### src/rtl/alu_pkg.sv
// alu_pkg: opcodes, flag bit positions, controller state encoding and a flag packing helper.
// Latency: n/a (declarations only).
// Backpressure: n/a.
package alu_pkg;

   // Opcode map; 13-15 are illegal (12 is also illegal without ALU_MUL_EN)
   localparam logic [3:0] OP_PASS = 4'd0;
   localparam logic [3:0] OP_ADD  = 4'd1;
   localparam logic [3:0] OP_SUB  = 4'd2;
   localparam logic [3:0] OP_OR   = 4'd3;
   localparam logic [3:0] OP_AND  = 4'd4;
   localparam logic [3:0] OP_XOR  = 4'd5;
   localparam logic [3:0] OP_SL   = 4'd6;
   localparam logic [3:0] OP_SR   = 4'd7;
   localparam logic [3:0] OP_GT   = 4'd8;
   localparam logic [3:0] OP_LT   = 4'd9;
   localparam logic [3:0] OP_EQ   = 4'd10;
   localparam logic [3:0] OP_SRA  = 4'd11;
   localparam logic [3:0] OP_MUL  = 4'd12;

   // Bit positions inside the 5-bit flags vector
   localparam int FLG_Z   = 0;
   localparam int FLG_N   = 1;
   localparam int FLG_C   = 2;
   localparam int FLG_V   = 3;
   localparam int FLG_ERR = 4;

   typedef enum logic {
      ST_IDLE    = 1'b0,
      ST_MUL_RUN = 1'b1
   } state_t;

   function automatic logic [4:0] pack_flags(input logic err, input logic v,
                                             input logic c, input logic n,
                                             input logic z);
      logic [4:0] f;
      f          = '0;
      f[FLG_ERR] = err;
      f[FLG_V]   = v;
      f[FLG_C]   = c;
      f[FLG_N]   = n;
      f[FLG_Z]   = z;
      return f;
   endfunction

endpackage

### src/rtl/alu_mul_seq.sv
// alu_mul_seq: iterative unsigned shift-add multiplier, WIDTH x WIDTH -> 2*WIDTH.
// Latency: WIDTH steps after the start edge; done/product are valid combinationally during the last step.
// Backpressure: none; the owner must not pulse start while a product is in flight.
// Ports: CLK, reset_n (async active-low, aborts any run); start/a/b load a new job;
//        done flags the final step, product is the full product in that cycle.
module alu_mul_seq #(
   parameter int WIDTH = 16,
   parameter int SHW   = $clog2(WIDTH)
) (
   input  logic               CLK,
   input  logic               reset_n,
   input  logic               start,
   input  logic [WIDTH-1:0]   a,
   input  logic [WIDTH-1:0]   b,
   output logic               done,
   output logic [2*WIDTH-1:0] product
);

   logic               busy;
   logic [SHW-1:0]     cnt;
   logic [2*WIDTH-1:0] acc;
   logic [2*WIDTH-1:0] mcand;
   logic [WIDTH-1:0]   mplier;
   logic [2*WIDTH-1:0] step_sum;

   // Partial sum after the current step; on the last step this is the final product,
   // so the owner can capture it on the same edge that retires the job.
   assign step_sum = acc + (mplier[0] ? mcand : '0);
   assign done     = busy && (cnt == SHW'(WIDTH - 1));
   assign product  = step_sum;

   always_ff @(posedge CLK or negedge reset_n) begin
      if (!reset_n) begin
         busy   <= 1'b0;
         cnt    <= '0;
         acc    <= '0;
         mcand  <= '0;
         mplier <= '0;
      end else if (start) begin
         busy   <= 1'b1;
         cnt    <= '0;
         acc    <= '0;
         mcand  <= {{WIDTH{1'b0}}, a};
         mplier <= b;
      end else if (busy) begin
         acc    <= step_sum;
         mcand  <= mcand << 1;
         mplier <= mplier >> 1;
         cnt    <= cnt + 1'b1;
         if (done) begin
            busy <= 1'b0;
         end
      end
   end

endmodule

### src/rtl/alu_pipe.sv
// alu_pipe: handshaked ALU (add/sub, bitwise, shifts, compares, optional MUL) with Z/N/C/V/ERR flags.
// Latency: 1 cycle for single-cycle ops; WIDTH cycles for MUL when built with ALU_MUL_EN.
// Backpressure: in_ready drops while an unconsumed result is held or a MUL runs; out/flags hold until out_ready.
// Ports: CLK, reset_n (async active-low); in_valid/in_ready/op/in_a/in_b request side;
//        out_valid/out_ready/out/flags result side, flags = {ERR,V,C,N,Z}.
// Build option: define ALU_MUL_EN to include the iterative multiplier (op 12); otherwise op 12 is illegal.
module alu_pipe
   import alu_pkg::*;
#(
   parameter int WIDTH = 16,
   parameter int SHW   = $clog2(WIDTH)
) (
   input  logic             CLK,
   input  logic             reset_n,
   input  logic             in_valid,
   output logic             in_ready,
   input  logic [3:0]       op,
   input  logic [WIDTH-1:0] in_a,
   input  logic [WIDTH-1:0] in_b,
   output logic             out_valid,
   input  logic             out_ready,
   output logic [WIDTH-1:0] out,
   output logic [4:0]       flags
);

   localparam int MSB = WIDTH - 1;

   logic             accept;
   logic [WIDTH:0]   add_w;
   logic [WIDTH:0]   sub_w;
   logic             shift_big;
   logic [SHW-1:0]   sh_amt;
   logic [WIDTH-1:0] res;
   logic             res_c;
   logic             res_v;
   logic             res_err;
   logic [4:0]       res_flags;

   assign accept = in_valid && in_ready;
   assign add_w  = {1'b0, in_a} + {1'b0, in_b};
   // Top bit of the widened difference is the borrow, i.e. a < b unsigned
   assign sub_w  = {1'b0, in_a} - {1'b0, in_b};

   // Shift amount is the whole of in_b: any bit at or above SHW means amount >= WIDTH
   assign shift_big = |in_b[WIDTH-1:SHW];
   assign sh_amt    = in_b[SHW-1:0];

   always_comb begin
      res     = '0;
      res_c   = 1'b0;
      res_v   = 1'b0;
      res_err = 1'b0;
      case (op)
         OP_PASS: res = in_a;
         OP_ADD: begin
            res   = add_w[WIDTH-1:0];
            res_c = add_w[WIDTH];
            res_v = (in_a[MSB] == in_b[MSB]) && (add_w[MSB] != in_a[MSB]);
         end
         OP_SUB: begin
            res   = sub_w[WIDTH-1:0];
            res_c = sub_w[WIDTH];
            res_v = (in_a[MSB] != in_b[MSB]) && (sub_w[MSB] != in_a[MSB]);
         end
         OP_OR:  res = in_a | in_b;
         OP_AND: res = in_a & in_b;
         OP_XOR: res = in_a ^ in_b;
         OP_SL:  res = shift_big ? '0 : (in_a << sh_amt);
         OP_SR:  res = shift_big ? '0 : (in_a >> sh_amt);
         OP_SRA: res = shift_big ? {WIDTH{in_a[MSB]}} : $unsigned($signed(in_a) >>> sh_amt);
         OP_GT:  res = {{(WIDTH-1){1'b0}}, (in_a > in_b)};
         OP_LT:  res = {{(WIDTH-1){1'b0}}, (in_a < in_b)};
         OP_EQ:  res = {{(WIDTH-1){1'b0}}, (in_a == in_b)};
         // Illegal ops (and MUL, which never retires through this path) give 0 with ERR
         default: res_err = 1'b1;
      endcase
      res_flags = pack_flags(res_err, res_v, res_c, res[MSB], (res == '0));
   end

`ifdef ALU_MUL_EN
   state_t             state;
   logic               mul_start;
   logic               mul_done;
   logic [2*WIDTH-1:0] mul_prod;
   logic [WIDTH-1:0]   mul_lo;
   logic [4:0]         mul_flags;

   assign mul_start = accept && (op == OP_MUL);
   assign mul_lo    = mul_prod[WIDTH-1:0];
   assign mul_flags = pack_flags(1'b0, 1'b0, |mul_prod[2*WIDTH-1:WIDTH], mul_lo[MSB],
                                 (mul_lo == '0));
   assign in_ready  = reset_n && (state == ST_IDLE) && (!out_valid || out_ready);

   alu_mul_seq #(
      .WIDTH (WIDTH),
      .SHW   (SHW)
   ) u_mul (
      .CLK     (CLK),
      .reset_n (reset_n),
      .start   (mul_start),
      .a       (in_a),
      .b       (in_b),
      .done    (mul_done),
      .product (mul_prod)
   );

   always_ff @(posedge CLK or negedge reset_n) begin
      if (!reset_n) begin
         state     <= ST_IDLE;
         out       <= '0;
         flags     <= '0;
         out_valid <= 1'b0;
      end else begin
         case (state)
            ST_IDLE: begin
               if (mul_start) begin
                  // Accept implies any held result is being consumed this edge
                  state     <= ST_MUL_RUN;
                  out_valid <= 1'b0;
               end else if (accept) begin
                  out       <= res;
                  flags     <= res_flags;
                  out_valid <= 1'b1;
               end else if (out_ready) begin
                  out_valid <= 1'b0;
               end
            end
            ST_MUL_RUN: begin
               if (mul_done) begin
                  out       <= mul_lo;
                  flags     <= mul_flags;
                  out_valid <= 1'b1;
                  state     <= ST_IDLE;
               end
            end
            default: state <= ST_IDLE;
         endcase
      end
   end
`else
   // Single implicit IDLE state: no multiplier, op 12 falls into the illegal path
   assign in_ready = reset_n && (!out_valid || out_ready);

   always_ff @(posedge CLK or negedge reset_n) begin
      if (!reset_n) begin
         out       <= '0;
         flags     <= '0;
         out_valid <= 1'b0;
      end else if (accept) begin
         out       <= res;
         flags     <= res_flags;
         out_valid <= 1'b1;
      end else if (out_ready) begin
         out_valid <= 1'b0;
      end
   end
`endif

endmodule

### config.mk
export PLATFORM = sky130hd
export DESIGN_NAME = alu_pipe
export DESIGN_NICKNAME = d
export VERILOG_FILES = /design/src/rtl/alu_pkg.sv /design/src/rtl/alu_mul_seq.sv /design/src/rtl/alu_pipe.sv
export SDC_FILE = /design/constraint.sdc
export NUM_CORES = 1
export LEC_CHECK = 0
export BUFFER_PORTS_ARGS = -buffer_cell sky130_fd_sc_hd__buf_2
export CELL_PAD_IN_SITES_DETAIL_PLACEMENT = 0
export CELL_PAD_IN_SITES_GLOBAL_PLACEMENT = 1
export CORE_ASPECT_RATIO = 1.5
export CORE_MARGIN = 5
export CORE_UTILIZATION = 33
export CTS_CLUSTER_SIZE = 8
export DETAILED_ROUTE_END_ITERATION = 8
export GPL_ROUTABILITY_DRIVEN = 0
export PLACE_DENSITY_LB_ADDON = 0.1
export SKIP_LAST_GASP = 1
export SLEW_MARGIN = 20
export SYNTH_ARGS = -nofsm -noshare
export SYNTH_HDL_FRONTEND = slang
export SYNTH_SLANG_ARGS = --single-unit
### constraint.sdc
create_clock -name CLK -period 4.8 [get_ports CLK]
set_clock_uncertainty 0.15 [all_clocks]
set_input_delay 0.24 -clock CLK [delete_from_list [all_inputs] [get_ports CLK]]
set_output_delay 0.24 -clock CLK [all_outputs]
set_load 0.02 [all_outputs]
==> flow_metrics.py, run 1 <==
metrics = {
    "global_routing": {
        "first_global_vias": 6314,
        "grt_pass1_wl_um": 39700,
        "grt_max_degree": 50,
        "gr-usage-all-layers": 0.265,
        "antenna_found_initial": 0,
        "grt_remaining_overflow": 0,
    },
    "timing": {
        "max-slew-margin-rel": 0.362,
        "hold_viol_final": 0,
        "fmax_mhz": 252,
        "fin_ws_ps": 824,
        "post-route-period-util": 0.828,
        "setup_viol": 0,
        "rsz0062_at_grt": "no",
        "tightest_slew_ps": 933,
        "whs_ps": 117,
        "slew_violations": 0,
        "setup-tns-final_ps": 0,
        "final.min_clock_period_ps": 3980,
    },
    "yosys": {
        "netlist_area_sq_um": 5570,
        "synth_ff_type": "dfrtp_1",
        "async_flop_share": 1.00,
        "ys.warnings.count": 0,
        "synth.distinct_cells": 85,
        "ys_top_cells_by_area": "ha_1, dfrtp_1, mux4_2",
        "synth-seq-cells": 21,
        "syn_avg_cell_area_sq_um": 7.46,
        "netlist_instances": 746,
        "synthesis.nets": 838,
        "yosysTopAreaCellShare": 0.112,
        "yosysTopAreaCell": "ha_1",
        "synth_enable_flop_cells": 0,
        "synth_seq_area_share": 0.0944,
    },
    "worst_setup_path": {
        "crit_chain": "buf_2, clkinv_1, ha_1, o21ai_0, or2_2, nand3_1, nand4_1, a2111oi_0, nand2_1, or4_1, nor4_1, a32o_2",
        "slowest_stage": "a2111oi_0",
        "crit_buf_inv": 2,
        "cp-start-kind": "input pin",
        "end_kind": "flip-flop",
        "cp.arrival_ps": 4020,
        "crit_family": "simple AND/OR/NAND/NOR gates",
        "crit_type": "input pin to flip-flop",
        "crit_fanout": 25,
        "worstPathRequired_ps": 4840,
        "max_stage_delay_ps": 790,
    },
    "placed_design": {
        "post-place-cells": 977,
        "io_buffers": 62,
        "dpl_cell_area_sq_um": 6030,
        "dp_hpwl_um": 20300,
        "pre_cts_slack_ps": 634,
    },
    "cells_and_area": {
        "areaGrowthSynthToFinish_pct": 10.0,
        "finalNetCount": 865,
        "fin_cells": 982,
        "final_layout_size_suffix_gt1_frac": 0.187,
        "final_area_sq_um": 6120,
        "layout_common_cells": "nand2_1, o21ai_0, buf_2",
        "antenna_cells": 0,
        "final_common_cell": "nand2_1",
    },
    "cts": {
        "cts_made_buffers": 3,
        "cts_resized": 0,
        "clk_latency_ps": 250,
        "clockBufferDepth": 2,
        "htree_levels": 1,
        "cts-root-buf": "clkbuf_16",
        "clock_sinks": 21,
        "cts_tree": "done",
        "clk_pin_slew_worst_paths_ps": 60,
    },
    "route": {
        "drcViolationCount": 0,
        "wirelength_um": 26100,
        "vias_per_cell": 6.54,
        "drt_iter0_drc": 690,
        "vias": 6423,
        "wire_per_inst_um": 26.6,
        "ant_nets": 0,
        "dr.pass1.iters": 6,
    },
    "die": {
        "fp.dieH_um": 169,
        "num_rows": 58,
        "core-area_sq_um": 16700,
        "ios": 63,
        "start_util": 0.334,
        "die_area_sq_um": 19600,
        "die_x_um": 116,
    },
    "worst_hold_path": {
        "holdCritPathClass": "input pin to flip-flop",
    },
    "run_status": {
        "status": "complete, no violations",
    },
    "power": {
        "ir_drop_mv": 0.247,
        "power.leakage_nw": 2.61,
        "power_density_nw_per_um2": 175,
    },
    "flow_run": {
        "cap_violations": 0,
    },
}
==> where the power goes <==
part           internal, mW  total (mW)  switching, mW
clock network         0.112       0.177         0.0654
logic                 0.241       0.672          0.431
registers             0.208       0.225         0.0175
==> worst paths after layout <==
kind / startpoint / to / depth (start not counted) / slack [ps]
min: out_ready / out_valid / 3 / 120
max reg2reg: out_valid / flags[0] / 9 / 1580
max in group asynchronous: reset_n / out_valid / 2 / 3840
min in group asynchronous: reset_n / flags[4] / 2 / 330
max: in_b[3] / flags[0] / 12 / 820
min reg2reg: out[11] / out[11] / 2 / 320
==> Yosys cell counts, drive strengths merged, types with 4 or more instances <==
cell / number
nand2: 67
o21ai: 64
inv: 55
nor2: 54
ha: 50
a21oi: 47
clkbuf: 44
mux2i: 24
mux4: 23
dfrtp: 21
buf: 18
nand3: 16
nor3: 16
a211oi: 14
a31oi: 12
nor4: 12
a22oi: 11
o211ai: 11
nand4: 9
a2111oi: 8
and2: 8
mux2: 8
nand2b: 7
a221oi: 6
nor2b: 6
o32ai: 6
or3: 6
a21o: 5
a221o: 5
and3: 5
o2111ai: 5
o21a: 5
o22ai: 5
o31a: 5
or2: 5
xnor2: 5
a211o: 4
a2bb2oi: 4
a31o: 4
nand4b: 4
o211a: 4
o221ai: 4
or4: 4
==> cell families after synthesis <==
group / count (synthesis) / synth area share
mux: 55 / 0.152
simple gates: 239 / 0.223
fa+ha+maj: 52 / 0.120
compound gates: 254 / 0.314
flops: 21 / 0.0944
xor+xnor: 7 / 0.0110
buf+inv: 118 / 0.0863
==> sequential cells by signal (all words and copies together) (netlist names) <==
signal,cells
out,15
flags,5
out_valid,1
==> layout make-up <==
cell class	count	area, sq um
multi-input combinational	607	4570
timing repair buffer	84	478
sequential	21	526
clock buffer	3	75.1
inverter	56	210
tap	210	263
fill	1825	10600
clock inverter	1	5.00
==> stage by stage <==
step | total power, mW | utilization
after detailed placement | 0.891 | 0.362
after floorplan | 0.657 | -
after CTS | 1.07 | 0.367
final | 1.07 | 0.367
after global placement | 0.891 | 0.362
after global routing | 1.14 | 0.367
==> worst reg2reg max path, stage by stage, from the launching register on <==
cell and delay, ps:
dfrtp_1 380, nand2b_1 100, and2_1 150, nand2_1 190
or4_1 650, nor3_1 330, o211ai_1 170, or4_1 530
nor4_1 300, a32o_2 210
==> metal layers <==
layer  track usage  part of all wire  wire, um  up-vias
met5             0                 0         0        -
met4         0.161             0.074      1940        0
met3        0.0139             0.065      1700       92
met2         0.439              0.48     12600      355
met1         0.335              0.38      9930     3100
li1              -                 -         -     2876
==> repair_timing <==
| item | CTS | global route |
|---|---|---|
| hold buffers | 1 | 0 |
| endpoints found under the setup margin | 0 | 0 |
| setup buffers | 0 | 0 |
| endpoints found under the hold margin | 21 | 0 |
(Power assumes the default switching activity.)
==> inputs of run 2 (changes only) <==
==> constraint.sdc (replaced) <==
create_clock -name CLK -period 3.9 [get_ports CLK]
set_clock_uncertainty 0.15 [all_clocks]
set_input_delay 0.195 -clock CLK [delete_from_list [all_inputs] [get_ports CLK]]
set_output_delay 0.195 -clock CLK [all_outputs]
set_load 0.02 [all_outputs]
==> flow_metrics.py, run 2 (same netlist as run 1, synthesis figures left out) <==
metrics = {
    "timing": {
        "hold_viol_final": 0,
        "fin_ws_ps": 273,
        "slew_violations": 0,
        "final.min_clock_period_ps": 3630,
        "setup_viol": 0,
        "fmax_mhz": 276,
        "whs_ps": 71.5,
        "post-route-period-util": 0.930,
        "max-slew-margin-rel": 0.275,
        "setup-tns-final_ps": 0,
        "rsz0062_at_grt": "no",
        "tightest_slew_ps": 1060,
    },
    "worst_setup_path": {
        "slowest_stage": "a2111oi_0",
        "cp_common_cell": "or4_1",
        "max_stage_delay_ps": 910,
        "startpoint": "in_b[0]",
        "crit_type": "input pin to flip-flop",
        "r2r-start": "out_valid",
        "cp-start-kind": "input pin",
        "crit_fanout": 36,
        "worstReg2RegEnd": "flags[0]",
        "cp.arrival_ps": 3670,
        "end_kind": "flip-flop",
        "worstPathRequired_ps": 3940,
        "crit_chain": "buf_2, buf_12, mux4_2, nor2_1, or4_1, nand4_1, a2111oi_0, nand2_1, or4_1, nor4_1, a32o_2",
        "endpoint": "flags[0]",
        "reg2reg_depth": 9,
        "rrSetupSlack_ps": 680,
    },
    "cts": {
        "clk_latency_ps": 250,
        "htree_levels": 1,
        "cts_tree": "done",
        "clk_pin_slew_worst_paths_ps": 60,
        "cts-root-buf": "clkbuf_16",
        "ctsHoldBuffers": 1,
        "cts_setup_buffers": 0,
        "clockBufferDepth": 2,
        "cts_resized": 0,
        "clock_sinks": 21,
        "cts_made_buffers": 3,
    },
    "cells_and_area": {
        "post-route-util": 0.391,
        "layout_common_cells": "buf_4, nand2_1, o21ai_0",
        "areaGrowthSynthToFinish_pct": 17.3,
        "nFillCells": 1786,
        "final_common_cell": "buf_4",
        "final_area_sq_um": 6530,
        "largestRegisters": "out: 15 flops, flags: 5 flops, out_valid: 1 flops",
        "fin_cells": 1033,
        "largest_reg_flops": 15,
        "top_register": "out",
        "final_layout_size_suffix_gt1_frac": 0.237,
        "finalNetCount": 916,
        "antenna_cells": 0,
    },
    "flow_run": {
        "cap_violations": 0,
    },
    "worst_hold_path": {
        "holdCritPathClass": "input pin to flip-flop",
    },
    "die": {
        "fp.dieH_um": 169,
        "num_rows": 58,
        "core-area_sq_um": 16700,
        "ios": 63,
        "die_x_um": 116,
        "die_area_sq_um": 19600,
        "start_util": 0.334,
    },
    "run_status": {
        "status": "complete, no violations",
    },
    "global_routing": {
        "gr-usage-all-layers": 0.267,
        "grt_pass1_wl_um": 40000,
        "grt_max_degree": 51,
        "grt_remaining_overflow": 0,
        "first_global_vias": 6446,
        "antenna_found_initial": 0,
    },
    "route": {
        "vias": 6592,
        "dr.pass1.iters": 5,
        "wire_per_inst_um": 25.7,
        "wirelength_um": 26500,
        "drt_iter0_drc": 628,
        "ant_nets": 0,
        "vias_per_cell": 6.38,
        "drcViolationCount": 0,
    },
    "power": {
        "pwr-share-comb": 0.644,
        "internal-power_uw": 732,
        "p_seq_frac": 0.201,
        "power.leakage_nw": 2.86,
        "total_power_mw": 1.38,
        "switching_power_uw": 643,
        "clockPowerShare": 0.155,
        "switching_share": 0.468,
        "ir_drop_mv": 0.241,
        "power_density_nw_per_um2": 211,
    },
    "placed_design": {
        "post-place-cells": 1028,
        "io_buffers": 62,
        "dp_hpwl_um": 21700,
        "pre_cts_slack_ps": 85.8,
        "dpl_cell_area_sq_um": 6440,
    },
}
[run 2: cell types whose count changed in the layout (fill, tap and decap cells not counted), sizes merged]
cell / delta
buf: +51
[run 2: power by group through the flow]
stage | sequential, mW | combinational (mW) | clock (mW)
5_1_grt | 0.282 | 0.945 | 0.227
2_1_floorplan | 0.326 | 0.483 | 0
3_3_place_gp | 0.280 | 0.870 | 0
6_report | 0.277 | 0.885 | 0.213
4_1_cts | 0.278 | 0.874 | 0.219
3_5_place_dp | 0.282 | 0.870 | 0
[run 2: final cells by class]
type,instances,area [sq um],area share
clock inverter,1,5.00,0.000766
tap,210,263,0.0402
multi-input combinational,607,4570,0.699
clock buffer,3,75.1,0.0115
inverter,56,210,0.0322
timing repair buffer,135,886,0.136
sequential,21,526,0.0804
[run 2: worst max-delay path, delay by kind of cell]
family                 cells  cell delay (ps)
buffers and inverters      2              360
AND/OR/NAND/NOR            6             1420
multiplexers               1              540
AO/OA/AOI/OAI              2             1120
[run 2: how the worst min path moves through the flow]
stage | startpoint | endpoint | slack (ps) | cells past startpoint
6_report | out_ready | out_valid | 70 | 3
5_1_grt | out_ready | out_valid | 80 | 3
4_1_cts | out_ready | out_valid | 80 | 3
3_5_place_dp | reset_n | out_valid | 50 | 2
3_3_place_gp | reset_n | out_valid | 50 | 2
2_1_floorplan | reset_n | flags[0] | -250 | 0
[run 2: metal layers]
layer,part of all wire,GRT usage
met2,0.50,0.460
met1,0.38,0.320
met4,0.070,0.152
met3,0.056,0.0218
met5,0,0
